$ cat config.mk
export PLATFORM = sky130hd
export DESIGN_NAME = mem_lsu
export DESIGN_NICKNAME = d
export VERILOG_FILES = /design/src/rtl/mem_lsu.sv
export SDC_FILE = /design/constraint.sdc
export NUM_CORES = 1
export LEC_CHECK = 0
export ABC_AREA = 1
export BUFFER_PORTS_ARGS = -buffer_cell sky130_fd_sc_hd__buf_2
export CAP_MARGIN = 30
export CORE_MARGIN = 3
export CORE_UTILIZATION = 45
export DETAILED_ROUTE_END_ITERATION = 10
export PLACE_DENSITY_LB_ADDON = 0.05
export SLEW_MARGIN = 40
export SYNTH_ARGS = -nofsm -noshare
export SYNTH_HDL_FRONTEND = slang
export SYNTH_SLANG_ARGS = --single-unit
$ cat constraint.sdc
create_clock -name clk -period 3.1 [get_ports clk]
set_clock_uncertainty 0.05 [all_clocks]
set_input_delay 0.465 -clock clk [delete_from_list [all_inputs] [get_ports clk]]
set_output_delay 0.465 -clock clk [all_outputs]
set_load 0.01 [all_outputs]
$ cat src/rtl/mem_lsu.sv
// Memory-stage load/store unit: req/ack bus master feeding the writeback port.
// Decodes access size, aligns store lanes, extends load data, flags faults.
module mem_lsu #(
  parameter int TIMEOUT = 16
) (
  input  logic        clk,
  input  logic        rst,
  input  logic        in_load,
  input  logic        in_store,
  input  logic [2:0]  in_funct3,
  input  logic [31:0] in_p_out,
  input  logic [31:0] in_sdata,
  input  logic [4:0]  in_rd,
  input  logic        in_wb_en,
  output logic        stall,
  output logic [31:0] wb_data,
  output logic [4:0]  wb_rd,
  output logic        wb_en,
  output logic        bus_req,
  output logic        bus_we,
  output logic [31:0] bus_addr,
  output logic [3:0]  bus_be,
  output logic [31:0] bus_wdata,
  input  logic        bus_ack,
  input  logic        bus_err,
  input  logic [31:0] bus_rdata,
  output logic        exc_valid,
  output logic [1:0]  exc_code
);

  typedef enum logic {IDLE, BUS} state_t;

  localparam logic [7:0] TMAX = 8'(TIMEOUT - 1);

  state_t      state_q;
  logic [7:0]  cnt_q;
  logic [1:0]  lane_q;
  logic [2:0]  f3_q;
  logic [31:0] wb_data_q;
  logic [4:0]  wb_rd_q;
  logic        wb_en_q;
  logic        req_q;
  logic        we_q;
  logic [31:0] addr_q;
  logic [3:0]  be_q;
  logic [31:0] wdata_q;
  logic        exc_q;
  logic [1:0]  code_q;

  logic        mem_op;
  logic        ill;
  logic        mis;
  logic        go;
  logic [3:0]  be_d;
  logic [31:0] wdata_d;
  logic [31:0] ldata;
  logic [7:0]  lbyte;
  logic [15:0] lhalf;

  assign mem_op = in_load | in_store;
  assign ill = (in_load & in_store)
             | (in_load & (in_funct3 == 3'b011 |
                           in_funct3 == 3'b110 |
                           in_funct3 == 3'b111))
             | (in_store & (in_funct3 >= 3'b011));
  assign mis = (in_funct3[1:0] == 2'b01 & in_p_out[0])
             | (in_funct3[1:0] == 2'b10 & |in_p_out[1:0]);
  assign go  = mem_op & ~ill & ~mis;

  always_comb begin
    be_d    = 4'hF;
    wdata_d = in_sdata;
    if (in_store) begin
      unique case (in_funct3[1:0])
        2'b00: begin
          be_d    = 4'b0001 << in_p_out[1:0];
          wdata_d = {4{in_sdata[7:0]}};
        end
        2'b01: begin
          be_d    = in_p_out[1] ? 4'b1100 : 4'b0011;
          wdata_d = {2{in_sdata[15:0]}};
        end
        default: ;
      endcase
    end
  end

  assign lbyte = bus_rdata[{lane_q, 3'b000} +: 8];
  assign lhalf = lane_q[1] ? bus_rdata[31:16] : bus_rdata[15:0];

  always_comb begin
    ldata = bus_rdata;
    unique case (1'b1)
      f3_q == 3'b000: ldata = {{24{lbyte[7]}}, lbyte};
      f3_q == 3'b001: ldata = {{16{lhalf[15]}}, lhalf};
      f3_q == 3'b100: ldata = {24'd0, lbyte};
      f3_q == 3'b101: ldata = {16'd0, lhalf};
      default:        ldata = bus_rdata;
    endcase
  end

  // In BUS the last wait cycle releases stall so upstream moves on the abort edge
  assign stall = (state_q == BUS) ? (~bus_ack & (cnt_q != TMAX)) : go;

  always_ff @(posedge clk) begin
    if (!rst) begin
      state_q   <= IDLE;
      cnt_q     <= '0;
      lane_q    <= '0;
      f3_q      <= '0;
      wb_data_q <= '0;
      wb_rd_q   <= '0;
      wb_en_q   <= 1'b0;
      req_q     <= 1'b0;
      we_q      <= 1'b0;
      addr_q    <= '0;
      be_q      <= '0;
      wdata_q   <= '0;
      exc_q     <= 1'b0;
      code_q    <= '0;
    end else begin
      exc_q <= 1'b0;
      unique case (state_q)
        IDLE: begin
          cnt_q   <= '0;
          wb_rd_q <= in_rd;
          if (ill) begin
            wb_en_q <= 1'b0;
            exc_q   <= 1'b1;
            code_q  <= 2'b11;
          end else if (mis) begin
            wb_en_q <= 1'b0;
            exc_q   <= 1'b1;
            code_q  <= 2'b01;
          end else if (mem_op) begin
            state_q <= BUS;
            wb_en_q <= 1'b0;
            req_q   <= 1'b1;
            we_q    <= in_store;
            addr_q  <= {in_p_out[31:2], 2'b00};
            be_q    <= be_d;
            wdata_q <= wdata_d;
            lane_q  <= in_p_out[1:0];
            f3_q    <= in_funct3;
          end else begin
            wb_data_q <= in_p_out;
            wb_en_q   <= in_wb_en;
          end
        end
        BUS: begin
          wb_en_q <= 1'b0;
          if (bus_ack) begin
            state_q <= IDLE;
            req_q   <= 1'b0;
            wb_rd_q <= in_rd;
            if (bus_err) begin
              exc_q  <= 1'b1;
              code_q <= 2'b10;
            end else if (!we_q) begin
              wb_data_q <= ldata;
              wb_en_q   <= in_wb_en;
            end
          end else if (cnt_q == TMAX) begin
            state_q <= IDLE;
            req_q   <= 1'b0;
            exc_q   <= 1'b1;
            code_q  <= 2'b10;
          end else begin
            cnt_q <= cnt_q + 8'd1;
          end
        end
        default: state_q <= IDLE;
      endcase
    end
  end

  assign wb_data   = wb_data_q;
  assign wb_rd     = wb_rd_q;
  assign wb_en     = wb_en_q;
  assign bus_req   = req_q;
  assign bus_we    = we_q;
  assign bus_addr  = addr_q;
  assign bus_be    = be_q;
  assign bus_wdata = wdata_q;
  assign exc_valid = exc_q;
  assign exc_code  = code_q;

endmodule

==> results of run 1 <==
-- final cells by class --
cell class / instances / share of cell area, %
repair buffers: 235 / 14.8
well taps: 180 / 2.72
inverters: 63 / 2.86
clock buffers: 21 / 5.68
multi-input cells: 835 / 43.0
clock inverters: 11 / 1.15
flip-flops and latches: 123 / 29.8
-- worst paths after layout --
| check | start | end | slack, ns | cells past startpoint |
|---|---|---|---|---|
| worst max-delay path | state_q | stall | 0.61 | 7 |
| worst min-delay path | in_p_out[24] | bus_addr[24] | 0.25 | 3 |
| worst max register to register | f3_q[1] | wb_data[13] | 1.12 | 9 |
| worst min register to register | bus_wdata[14] | bus_wdata[14] | 0.41 | 2 |
-- routing by layer --
metal | routed length [um] | part of all wire (%)
met5 | 0 | 0
met4 | 275 | 1.3
met3 | 1540 | 7.5
met2 | 9690 | 47
met1 | 9060 | 44
-- cells in the mapped netlist (all sizes together) --
cell type	instances	area (um^2)
nand4	4	25.0
or2	25	156
conb	1	3.75
ha	1	12.5
buf	36	269
inv	62	233
nand2	415	1570
o21ai	40	200
clkinv	1	3.75
nor3	1	5.00
clkbuf	29	109
nor2	155	609
nand3	85	435
dfxtp	123	2460
a31o	1	8.76
nor4	1	6.26
a21oi	105	526
-- cell families (layout without fill, tap and decap cells) --
group,after synthesis,in the layout,share of synthesized area (%)
buffers and inverters,128,330,9.26
flip-flops,123,123,37.1
AND/OR/NAND/NOR,686,686,42.3
other,1,2,0.0565
adder cells (fa/ha/maj),1,1,0.189
AO/OA/AOI/OAI,146,146,11.1
-- where the power goes --
group	internal, W	switching, W
Sequential	0.00169	0.0000549
Combinational	0.000334	0.000587
Clock	0.00116	0.000737
Total	0.00319	0.00138
-- sequential cells by signal, summed over array words and instances (netlist names), 2 cells and up --
register and cells:
bus_addr 30, cnt_q 8, bus_be 4, wb_data 32, bus_wdata 32, exc_code 2
lane_q 2, f3_q 3, wb_rd 5
-- worst max-delay path, cell delays in order (launching register included) --
cell and delay, ns:
dfxtp_1 0.34, inv_2 0.04, nor2_1 0.24, inv_1 0.18
nor2_1 0.42, inv_1 0.12, nand2_1 0.10, buf_2 0.13
-- through the flow --
step / instance area [um^2] / hold slack, ns / cells / util, % / setup slack (ns)
floorplan: 6640 / 0.402 / 1086 / - / 1.18
global placement: 7710 / 0.395 / 1436 / 54.5 / 0.682
detailed placement: 7710 / 0.400 / 1436 / 54.5 / 0.656
CTS: 8280 / 0.242 / 1468 / 58.5 / 0.602
global route: 8280 / 0.253 / 1468 / 58.5 / 0.380
finish: 8280 / 0.250 / 1468 / 58.5 / 0.610
==> metrics.yaml, run 1 <==
met2_usage_pct: 41.3
worstPathArrival_ns: 1.97
nFillCells: 1468
dpl.hpwl_um: 14600
multi_input_area_um2: 3560
final_nets: 1387
wl_um: 20600
clkTransAtPathRegs_ns: 0.06
hold_class: "in2reg"
vias: 7287
critPathKind: "reg2out"
outcome: "completed"
crit_required_ns: 2.58
rows: 43
hold_viol: 0
core_area_um2: 14100
grt_pass1_wl_um: 32700
ys_warn_count: 0
viasPerCell: 4.96
drt_first_pass_iters: 5
start_util_pct: 46.9
grt_use_met3_pct: 6.69
netlist_instances: 1085
grtUsageMet1_pct: 31.3
ys_ff_latch: 123
numPortBuffers: 220
p_per_area_nw_per_um2: 552
mostFrequentLayoutCell: "nand2_1"
drive_gt1_share_pct: 23.7
cts_hold_buffers: 0
crit_fanout: 7
root_buffer: "clkbuf_16"
ios: 223
seqCellArea_um2: 2460
fmax_ghz: 0.402
drt_iter0_drc: 551
area_growth_syn_to_layout_pct: 24.8
slew_viol_final: 0
setup_tns_ns: 0
tightestPinTransition_ns: 0.784
grt_pass1_vias: 6637
drc: 0
cts_buffers: 17
gp_congestion: 0.964
syn_avg_cell_area_um2: 6.11
drt-wirelength-per-cell_um: 14.0
period_share_pct: 80.3
post_cts_buffers: 0
grt_max_degree: 58
clock_latency_ns: 0.41
ctsResizeCount: 0
relSlewSlack_pct: 47.6
fin_total_pwr_w: 0.00457
dieWidth_um: 127
setup_viol: 0
layout_common_cells: "nand2_1 (413), buf_2 (220), nor2_1 (150)"
p_leak_nw: 4.29
die-area_um2: 16200
ir_worst_vdd_mv: 0.360
synth.distinct_cells: 28
cts-htree-levels: 4
cts.sink_count: 123
overflow: 0
fp.dieH_um: 127
critPathLaunchType: "register"
num_antenna_cells: 0
finalCriticalPeriod_ns: 2.49
crit_path_end_kind: "output pin"
clock_path_buffers: 2
ant_nets: 0
rsz0062_at_grt: "false"
synthesis.area_um2: 6630
max_cap_viol_count: 0
grt_antenna_before_repair: 0
cts_tree: "built"
top_usage_layer: "met2"
track_usage_pct: 24.7
synth_seq_area_share_pct: 37.1
Power figures use the tool's default switching activity.
==> run 2: changes to the inputs <==
ABC_AREA = 0   (was 1)
clock period = 2.41 ns   (was 3.1 ns; I/O delays follow)
==> metrics.yaml, run 2 <==
synth_top_area_share_pct: 41.9  # +4.8 points
cts.sink_count: 123  # unchanged
ys.flop_type: "dfxtp_1"
synthesis.area_um2: 5880  # -11%
whs_path_depth: 3  # unchanged
layout_common_cells: "buf_2 (220), nand2_1 (163), dfxtp_1 (122)"
syn_avg_cell_area_um2: 8.13  # +33%
synth_top_area_cell: "dfxtp_1"
path_common_cell: "nand2_1"
clock_latency_ns: 0.42  # about the same
critPathKind: "reg2out"
fin_util_pct: 59.9  # +1.4 points
viasPerCell: 5.48  # +10%
ir_worst_vdd_mv: 0.408  # +13%
root_buffer: "clkbuf_16"
overflow: 0  # unchanged
critPathLaunchType: "register"
grt_pass1_wl_um: 29200  # -11%
worstPathArrival_ns: 1.83  # -0.14 ns
drt-wirelength-per-cell_um: 16.6  # +18%
synth_common_cells: "nand2_1 (163), dfxtp_1 (123), nand3_1 (55)"
grt_antenna_before_repair: 1  # +1
core_area_um2: 12700  # -10%
netlist_instances: 723  # -33%
cts-htree-levels: 4  # unchanged
grt_max_degree: 47  # -19%
max_stage_delay_ns: 0.34  # -0.08 ns
synth_seq_area_share_pct: 41.9  # +4.8 points
cts_buffers: 17  # unchanged
area_growth_syn_to_layout_pct: 29.1
track_usage_pct: 25.0  # +0.34 points
cp_top_family: "simple AND/OR/NAND/NOR gates"
outcome: "completed"
relSlewSlack_pct: 60.2  # +13 points
worst-path-stages: 7  # unchanged
grt_pass1_vias: 5664  # -15%
crit_path_end_kind: "output pin"
p_leak_nw: 3.40  # -21%
synth_most_common_cell: "nand2_1"
synth_async_sr_flop_share_pct: 0  # unchanged
slowest_stage: "dfxtp_1"
synth.distinct_cells: 59  # +110%
max_cap_viol_count: 0  # unchanged
ys_ff_latch: 123  # unchanged
mostFrequentLayoutCell: "buf_2"
cts_hold_buffers: 0  # unchanged
nFillCells: 1247  # -15%
post_cts_buffers: 0  # unchanged
wl_um: 18300  # -11%
hold_viol: 0  # unchanged
fp.dieH_um: 120  # -5.6%
numPortBuffers: 220  # unchanged
slew_viol_final: 0  # unchanged
finalCriticalPeriod_ns: 2.24
clkTransAtPathRegs_ns: 0.05  # about the same
seqCellArea_um2: 2460  # about the same
p_per_area_nw_per_um2: 728  # +32%
drt_first_pass_iters: 5  # unchanged
fin_cells: 1106  # -25%
vias: 6061  # -17%
cts_tree: "built"
rows: 41  # -4.7%
drt_iter0_drc: 446  # -19%
num_antenna_cells: 0  # unchanged
start_util_pct: 46.4  # -0.48 points
synth_edf_count: 0  # unchanged
fin_total_pwr_w: 0.00552  # +21%
rsz0062_at_grt: "false"
die-area_um2: 14500  # -11%
ys_top_cells_by_area: "dfxtp_1 (42%), nand2_1 (10%), nand3_1 (4.7%)"
hold_class: "in2reg"
ant_nets: 0  # unchanged
cp_cell_sequence: "ha_1 -> and3_1 -> a21oi_1 -> buf_4 -> nand2_1 -> nand2_1 -> buf_2"
final_nets: 1034  # -25%
drc: 0  # unchanged
dpl.hpwl_um: 13600  # -6.7%
dp.cells: 1075  # -25%
tightestPinTransition_ns: 0.596  # -0.188 ns
clock_path_buffers: 2  # unchanged
ios: 223  # unchanged
ys_warn_count: 0  # unchanged
crit_fanout: 6  # -1
ctsResizeCount: 0  # unchanged
setup_viol: 0  # unchanged
crit_buf_inv: 2  # -2
multi_input_area_um2: 3070  # -14%
gp_congestion: 0.955  # -0.85%
period_share_pct: 92.9
ff2ff_path_depth: 5  # -4
drive_gt1_share_pct: 33.1  # +9.4 points
crit_required_ns: 2.00  # -0.58 ns
setup_tns_ns: 0  # unchanged
fmax_ghz: 0.447
dieWidth_um: 120  # -5.6%
## run 2: changes by cell type in the layout (fill, tap and decap cells not counted), sizes merged, moves of 14 or more
cell,delta
or2,-14
a32o,+25
mux2i,+19
inv,-56
a22o,+15
a21oi,-51
a31oi,+16
nor2,-97
nand3,-29
nand2,-252
## run 2: cell type report
type	count	share of cell area [%]
clock buffers	23	6.17
clock inverters	8	0.923
well taps	172	2.84
repair buffers	241	16.8
multi-input cells	532	40.5
inverters	7	0.346
flip-flops and latches	123	32.5
## run 2: report_power, final
part           internal [W]  switching (W)  total (W)
Sequential          0.00217      0.0000858    0.00225
Clock               0.00145       0.000884    0.00234
Combinational      0.000382       0.000550   0.000932
Total               0.00400        0.00152    0.00552
## run 2: final timing paths
| check | start | to | slack [ns] |
|---|---|---|---|
| hold / removal | in_wb_en | wb_en | 0.11 |
| setup reg to reg | lane_q[1] | wb_data[7] | 0.33 |
| setup / recovery | cnt_q[0] | stall | 0.17 |
| hold reg to reg | bus_addr[22] | bus_addr[22] | 0.39 |
## run 2: kinds of logic (layout without fill, tap and decap cells)
logic type | count (synthesis) | count (layout) | synth area share (%)
and+or+nand+nor | 319 | 319 | 24.1
AOI/OAI and AO/OA | 184 | 184 | 23.5
DFF | 123 | 123 | 41.9
buffers and inverters | 69 | 279 | 5.96
muxes | 19 | 19 | 3.24
xor gates and xnor gates | 7 | 7 | 1.04
adders and majority gates | 1 | 1 | 0.213
other | 1 | 2 | 0.0638
## run 2: through the flow
stage | hold WS [ns] | worst slack (ns) | instance area (um^2)
after floorplan | 0.382 | 0.693 | 5880
after global routing | 0.118 | 0.0157 | 7590
after detailed placement | 0.389 | 0.357 | 7050
final | 0.110 | 0.171 | 7590
after CTS | 0.100 | 0.158 | 7590
after global placement | 0.381 | 0.389 | 7050
## run 2: worst register-to-register path, stage by stage (launching register included)
cell,delay (ns)
dfxtp_1,0.70
inv_1,0.28
a22o_1,0.27
a221oi_1,0.22
o21ai_0,0.17
a32o_1,0.28
## run 2: metal layers
layer,part of all wire [%],global-route usage [%],up-vias
met1,44,33.5,2806
met3,8.2,6.59,27
met4,1.7,8.00,2
met5,0.071,0,-
li1,-,-,2967
met2,46,39.5,259
==> run 3: changes to the inputs <==
CORE_ASPECT_RATIO = 1.5   (was unset)
GPL_TIMING_DRIVEN = 0   (was unset)
==> metrics.yaml, run 3 (synthesis results as in run 2) <==
root_buffer: "clkbuf_16"
viasPerCell: 5.70  # +4.0%
clock_latency_ns: 0.42  # about the same
hold_class: "in2reg"
critPathLaunchType: "register"
rsz0062_at_grt: "false"
cts-htree-levels: 4  # unchanged
pre_cts_ws_ns: 0.277  # -0.0792 ns
cts_buffers: 17  # unchanged
grt_antenna_before_repair: 0  # -1
endpoint: "stall"
fin_cells: 1129  # +2.1%
outcome: "completed"
crit_path_end_kind: "output pin"
ir_worst_vdd_mv: 0.491  # +20%
cp_top_family: "simple AND/OR/NAND/NOR gates"
rr_startpoint: "state_q"
tightestPinTransition_ns: 0.758  # +0.162 ns
drt_iter0_drc: 345  # -23%
grt_pass1_wl_um: 33400  # +14%
core_area_um2: 12600  # -0.27%
grt_pass1_vias: 6417  # +13%
clkTransAtPathRegs_ns: 0.06  # about the same
cts_hold_buffers: 0  # unchanged
finalCriticalPeriod_ns: 2.26  # +0.0229 ns
fmax_ghz: 0.442  # -1.0%
nFillCells: 1177  # -5.6%
ios: 223  # unchanged
start_util_pct: 46.5  # +0.12 points
slew_viol_final: 0  # unchanged
crit_start: "cnt_q[4]"
die-area_um2: 14500  # +0.20%
drt_first_pass_iters: 4  # -1
dp.cells: 1098  # +2.1%
crit_buf_inv: 1  # -1
cp_cell_sequence: "nor4_1 -> a21oi_4 -> nand2_1 -> nand2_1 -> buf_2"
cts_tree: "built"
comb_power_share_pct: 16.6  # -0.3 points
vias: 6437  # +6.2%
critPathKind: "reg2out"
ant_nets: 0  # unchanged
ff2ff_path_depth: 5  # unchanged
max_stage_delay_ns: 0.57  # +0.23 ns
track_usage_pct: 29.1  # +4.1 points
grt_max_degree: 20  # -57%
mostFrequentLayoutCell: "buf_2"
area_growth_syn_to_layout_pct: 33.3
path_common_cell: "nand2_1"
cts.sink_count: 123  # unchanged
relSlewSlack_pct: 49.5  # -11 points
fin_util_pct: 62.0  # +2.1 points
min_from: "in_wb_en"
final_nets: 1072  # +3.7%
p_sw_w: 0.00167  # +9.6%
post_cts_buffers: 0  # unchanged
num_antenna_cells: 0  # unchanged
worst-path-stages: 5  # -2
intPower_w: 0.00444  # +11%
clock_path_buffers: 2  # unchanged
dpl.hpwl_um: 16500  # +22%
r2r_setup_slack_ns: 0.32  # about the same
final.setup.worst_slack_ns: 0.148  # -0.0229 ns
hold_viol: 0  # unchanged
p_leak_nw: 3.53  # +3.7%
r2r_end: "wb_data[23]"
swShare_pct: 27.3  # -0.22 points
period_share_pct: 93.8  # +0.95 points
setup_tns_ns: 0  # unchanged
slowest_stage: "nor4_1"
crit_required_ns: 2.00  # about the same
rows: 50  # +22%
layout_common_cells: "buf_2 (236), nand2_1 (163), dfxtp_1 (123)"
p_per_area_nw_per_um2: 779  # +7.0%
power.share.clock_pct: 46.7  # +4.4 points
drt-wirelength-per-cell_um: 18.9  # +14%
gp_congestion: 0.990  # +3.6%
pwr-share-seq_pct: 36.7  # -4.1 points
overflow: 0  # unchanged
drc: 0  # unchanged
max_cap_viol_count: 0  # unchanged
crit_fanout: 7  # +1
dieWidth_um: 99.3  # -17%
setup_viol: 0  # unchanged
wl_um: 21400  # +17%
drive_gt1_share_pct: 32.6  # -0.50 points
worstPathArrival_ns: 1.85  # +0.02 ns
numPortBuffers: 218  # -0.91%
fp.dieH_um: 146  # +21%
fin_total_pwr_w: 0.00610  # +10%
-- run 3: worst min-delay path, cell delays in order --
cell and delay [ns]:
buf_2 0.10, inv_1 0.05, a211oi_1 0.04
-- run 3: how the worst min path moves through the flow --
stage,to,slack (ns),depth (start not counted)
floorplan,f3_q[2],0.38,2
CTS,wb_en,0.11,3
global route,bus_addr[20],0.14,3
finish,wb_en,0.13,3
detailed placement,bus_addr[6],0.39,2
global placement,bus_addr[24],0.39,2
-- run 3: area by class of cell --
cell class	count	area (um^2)	area share, %
buffer	61	320	4.09
multi-input combinational	532	3080	39.3
sequential	123	2460	31.4
clock inverter	13	215	2.75
tap	156	195	2.49
clock buffer	19	443	5.65
inverter	7	26.3	0.335
timing repair buffer	218	1090	13.9
-- run 3: power by group through the flow --
stage	clock network, W	registers [W]	logic, W
2_1_floorplan	0	0.00233	0.000517
3_3_place_gp	0	0.00227	0.000991
3_5_place_dp	0	0.00228	0.00100
4_1_cts	0.00288	0.00224	0.00101
5_1_grt	0.00297	0.00225	0.00111
6_report	0.00285	0.00224	0.00101
-- run 3: what timing repair did --
item	4_1_cts	5_1_grt
gates resized for setup	1	1
setup endpoints to repair	1	1
endpoints found under the hold margin	0	0
-- run 3: metrics by stage --
step                hold WS (ns)  area (um^2)
floorplan                  0.382         5880
global placement           0.385         7170
detailed placement         0.393         7170
CTS                        0.114         7830
global route               0.138         7830
finish                     0.128         7830
-- run 3: per-layer routing --
metal	vias up	GRT usage (%)	part of all wire (%)	wire [um]
li1	3050	-	-	-
met1	3043	33.2	38	8080
met2	295	51.1	52	11000
met3	49	6.24	7.4	1590
met4	0	13.2	3.2	693
met5	-	0	0	0
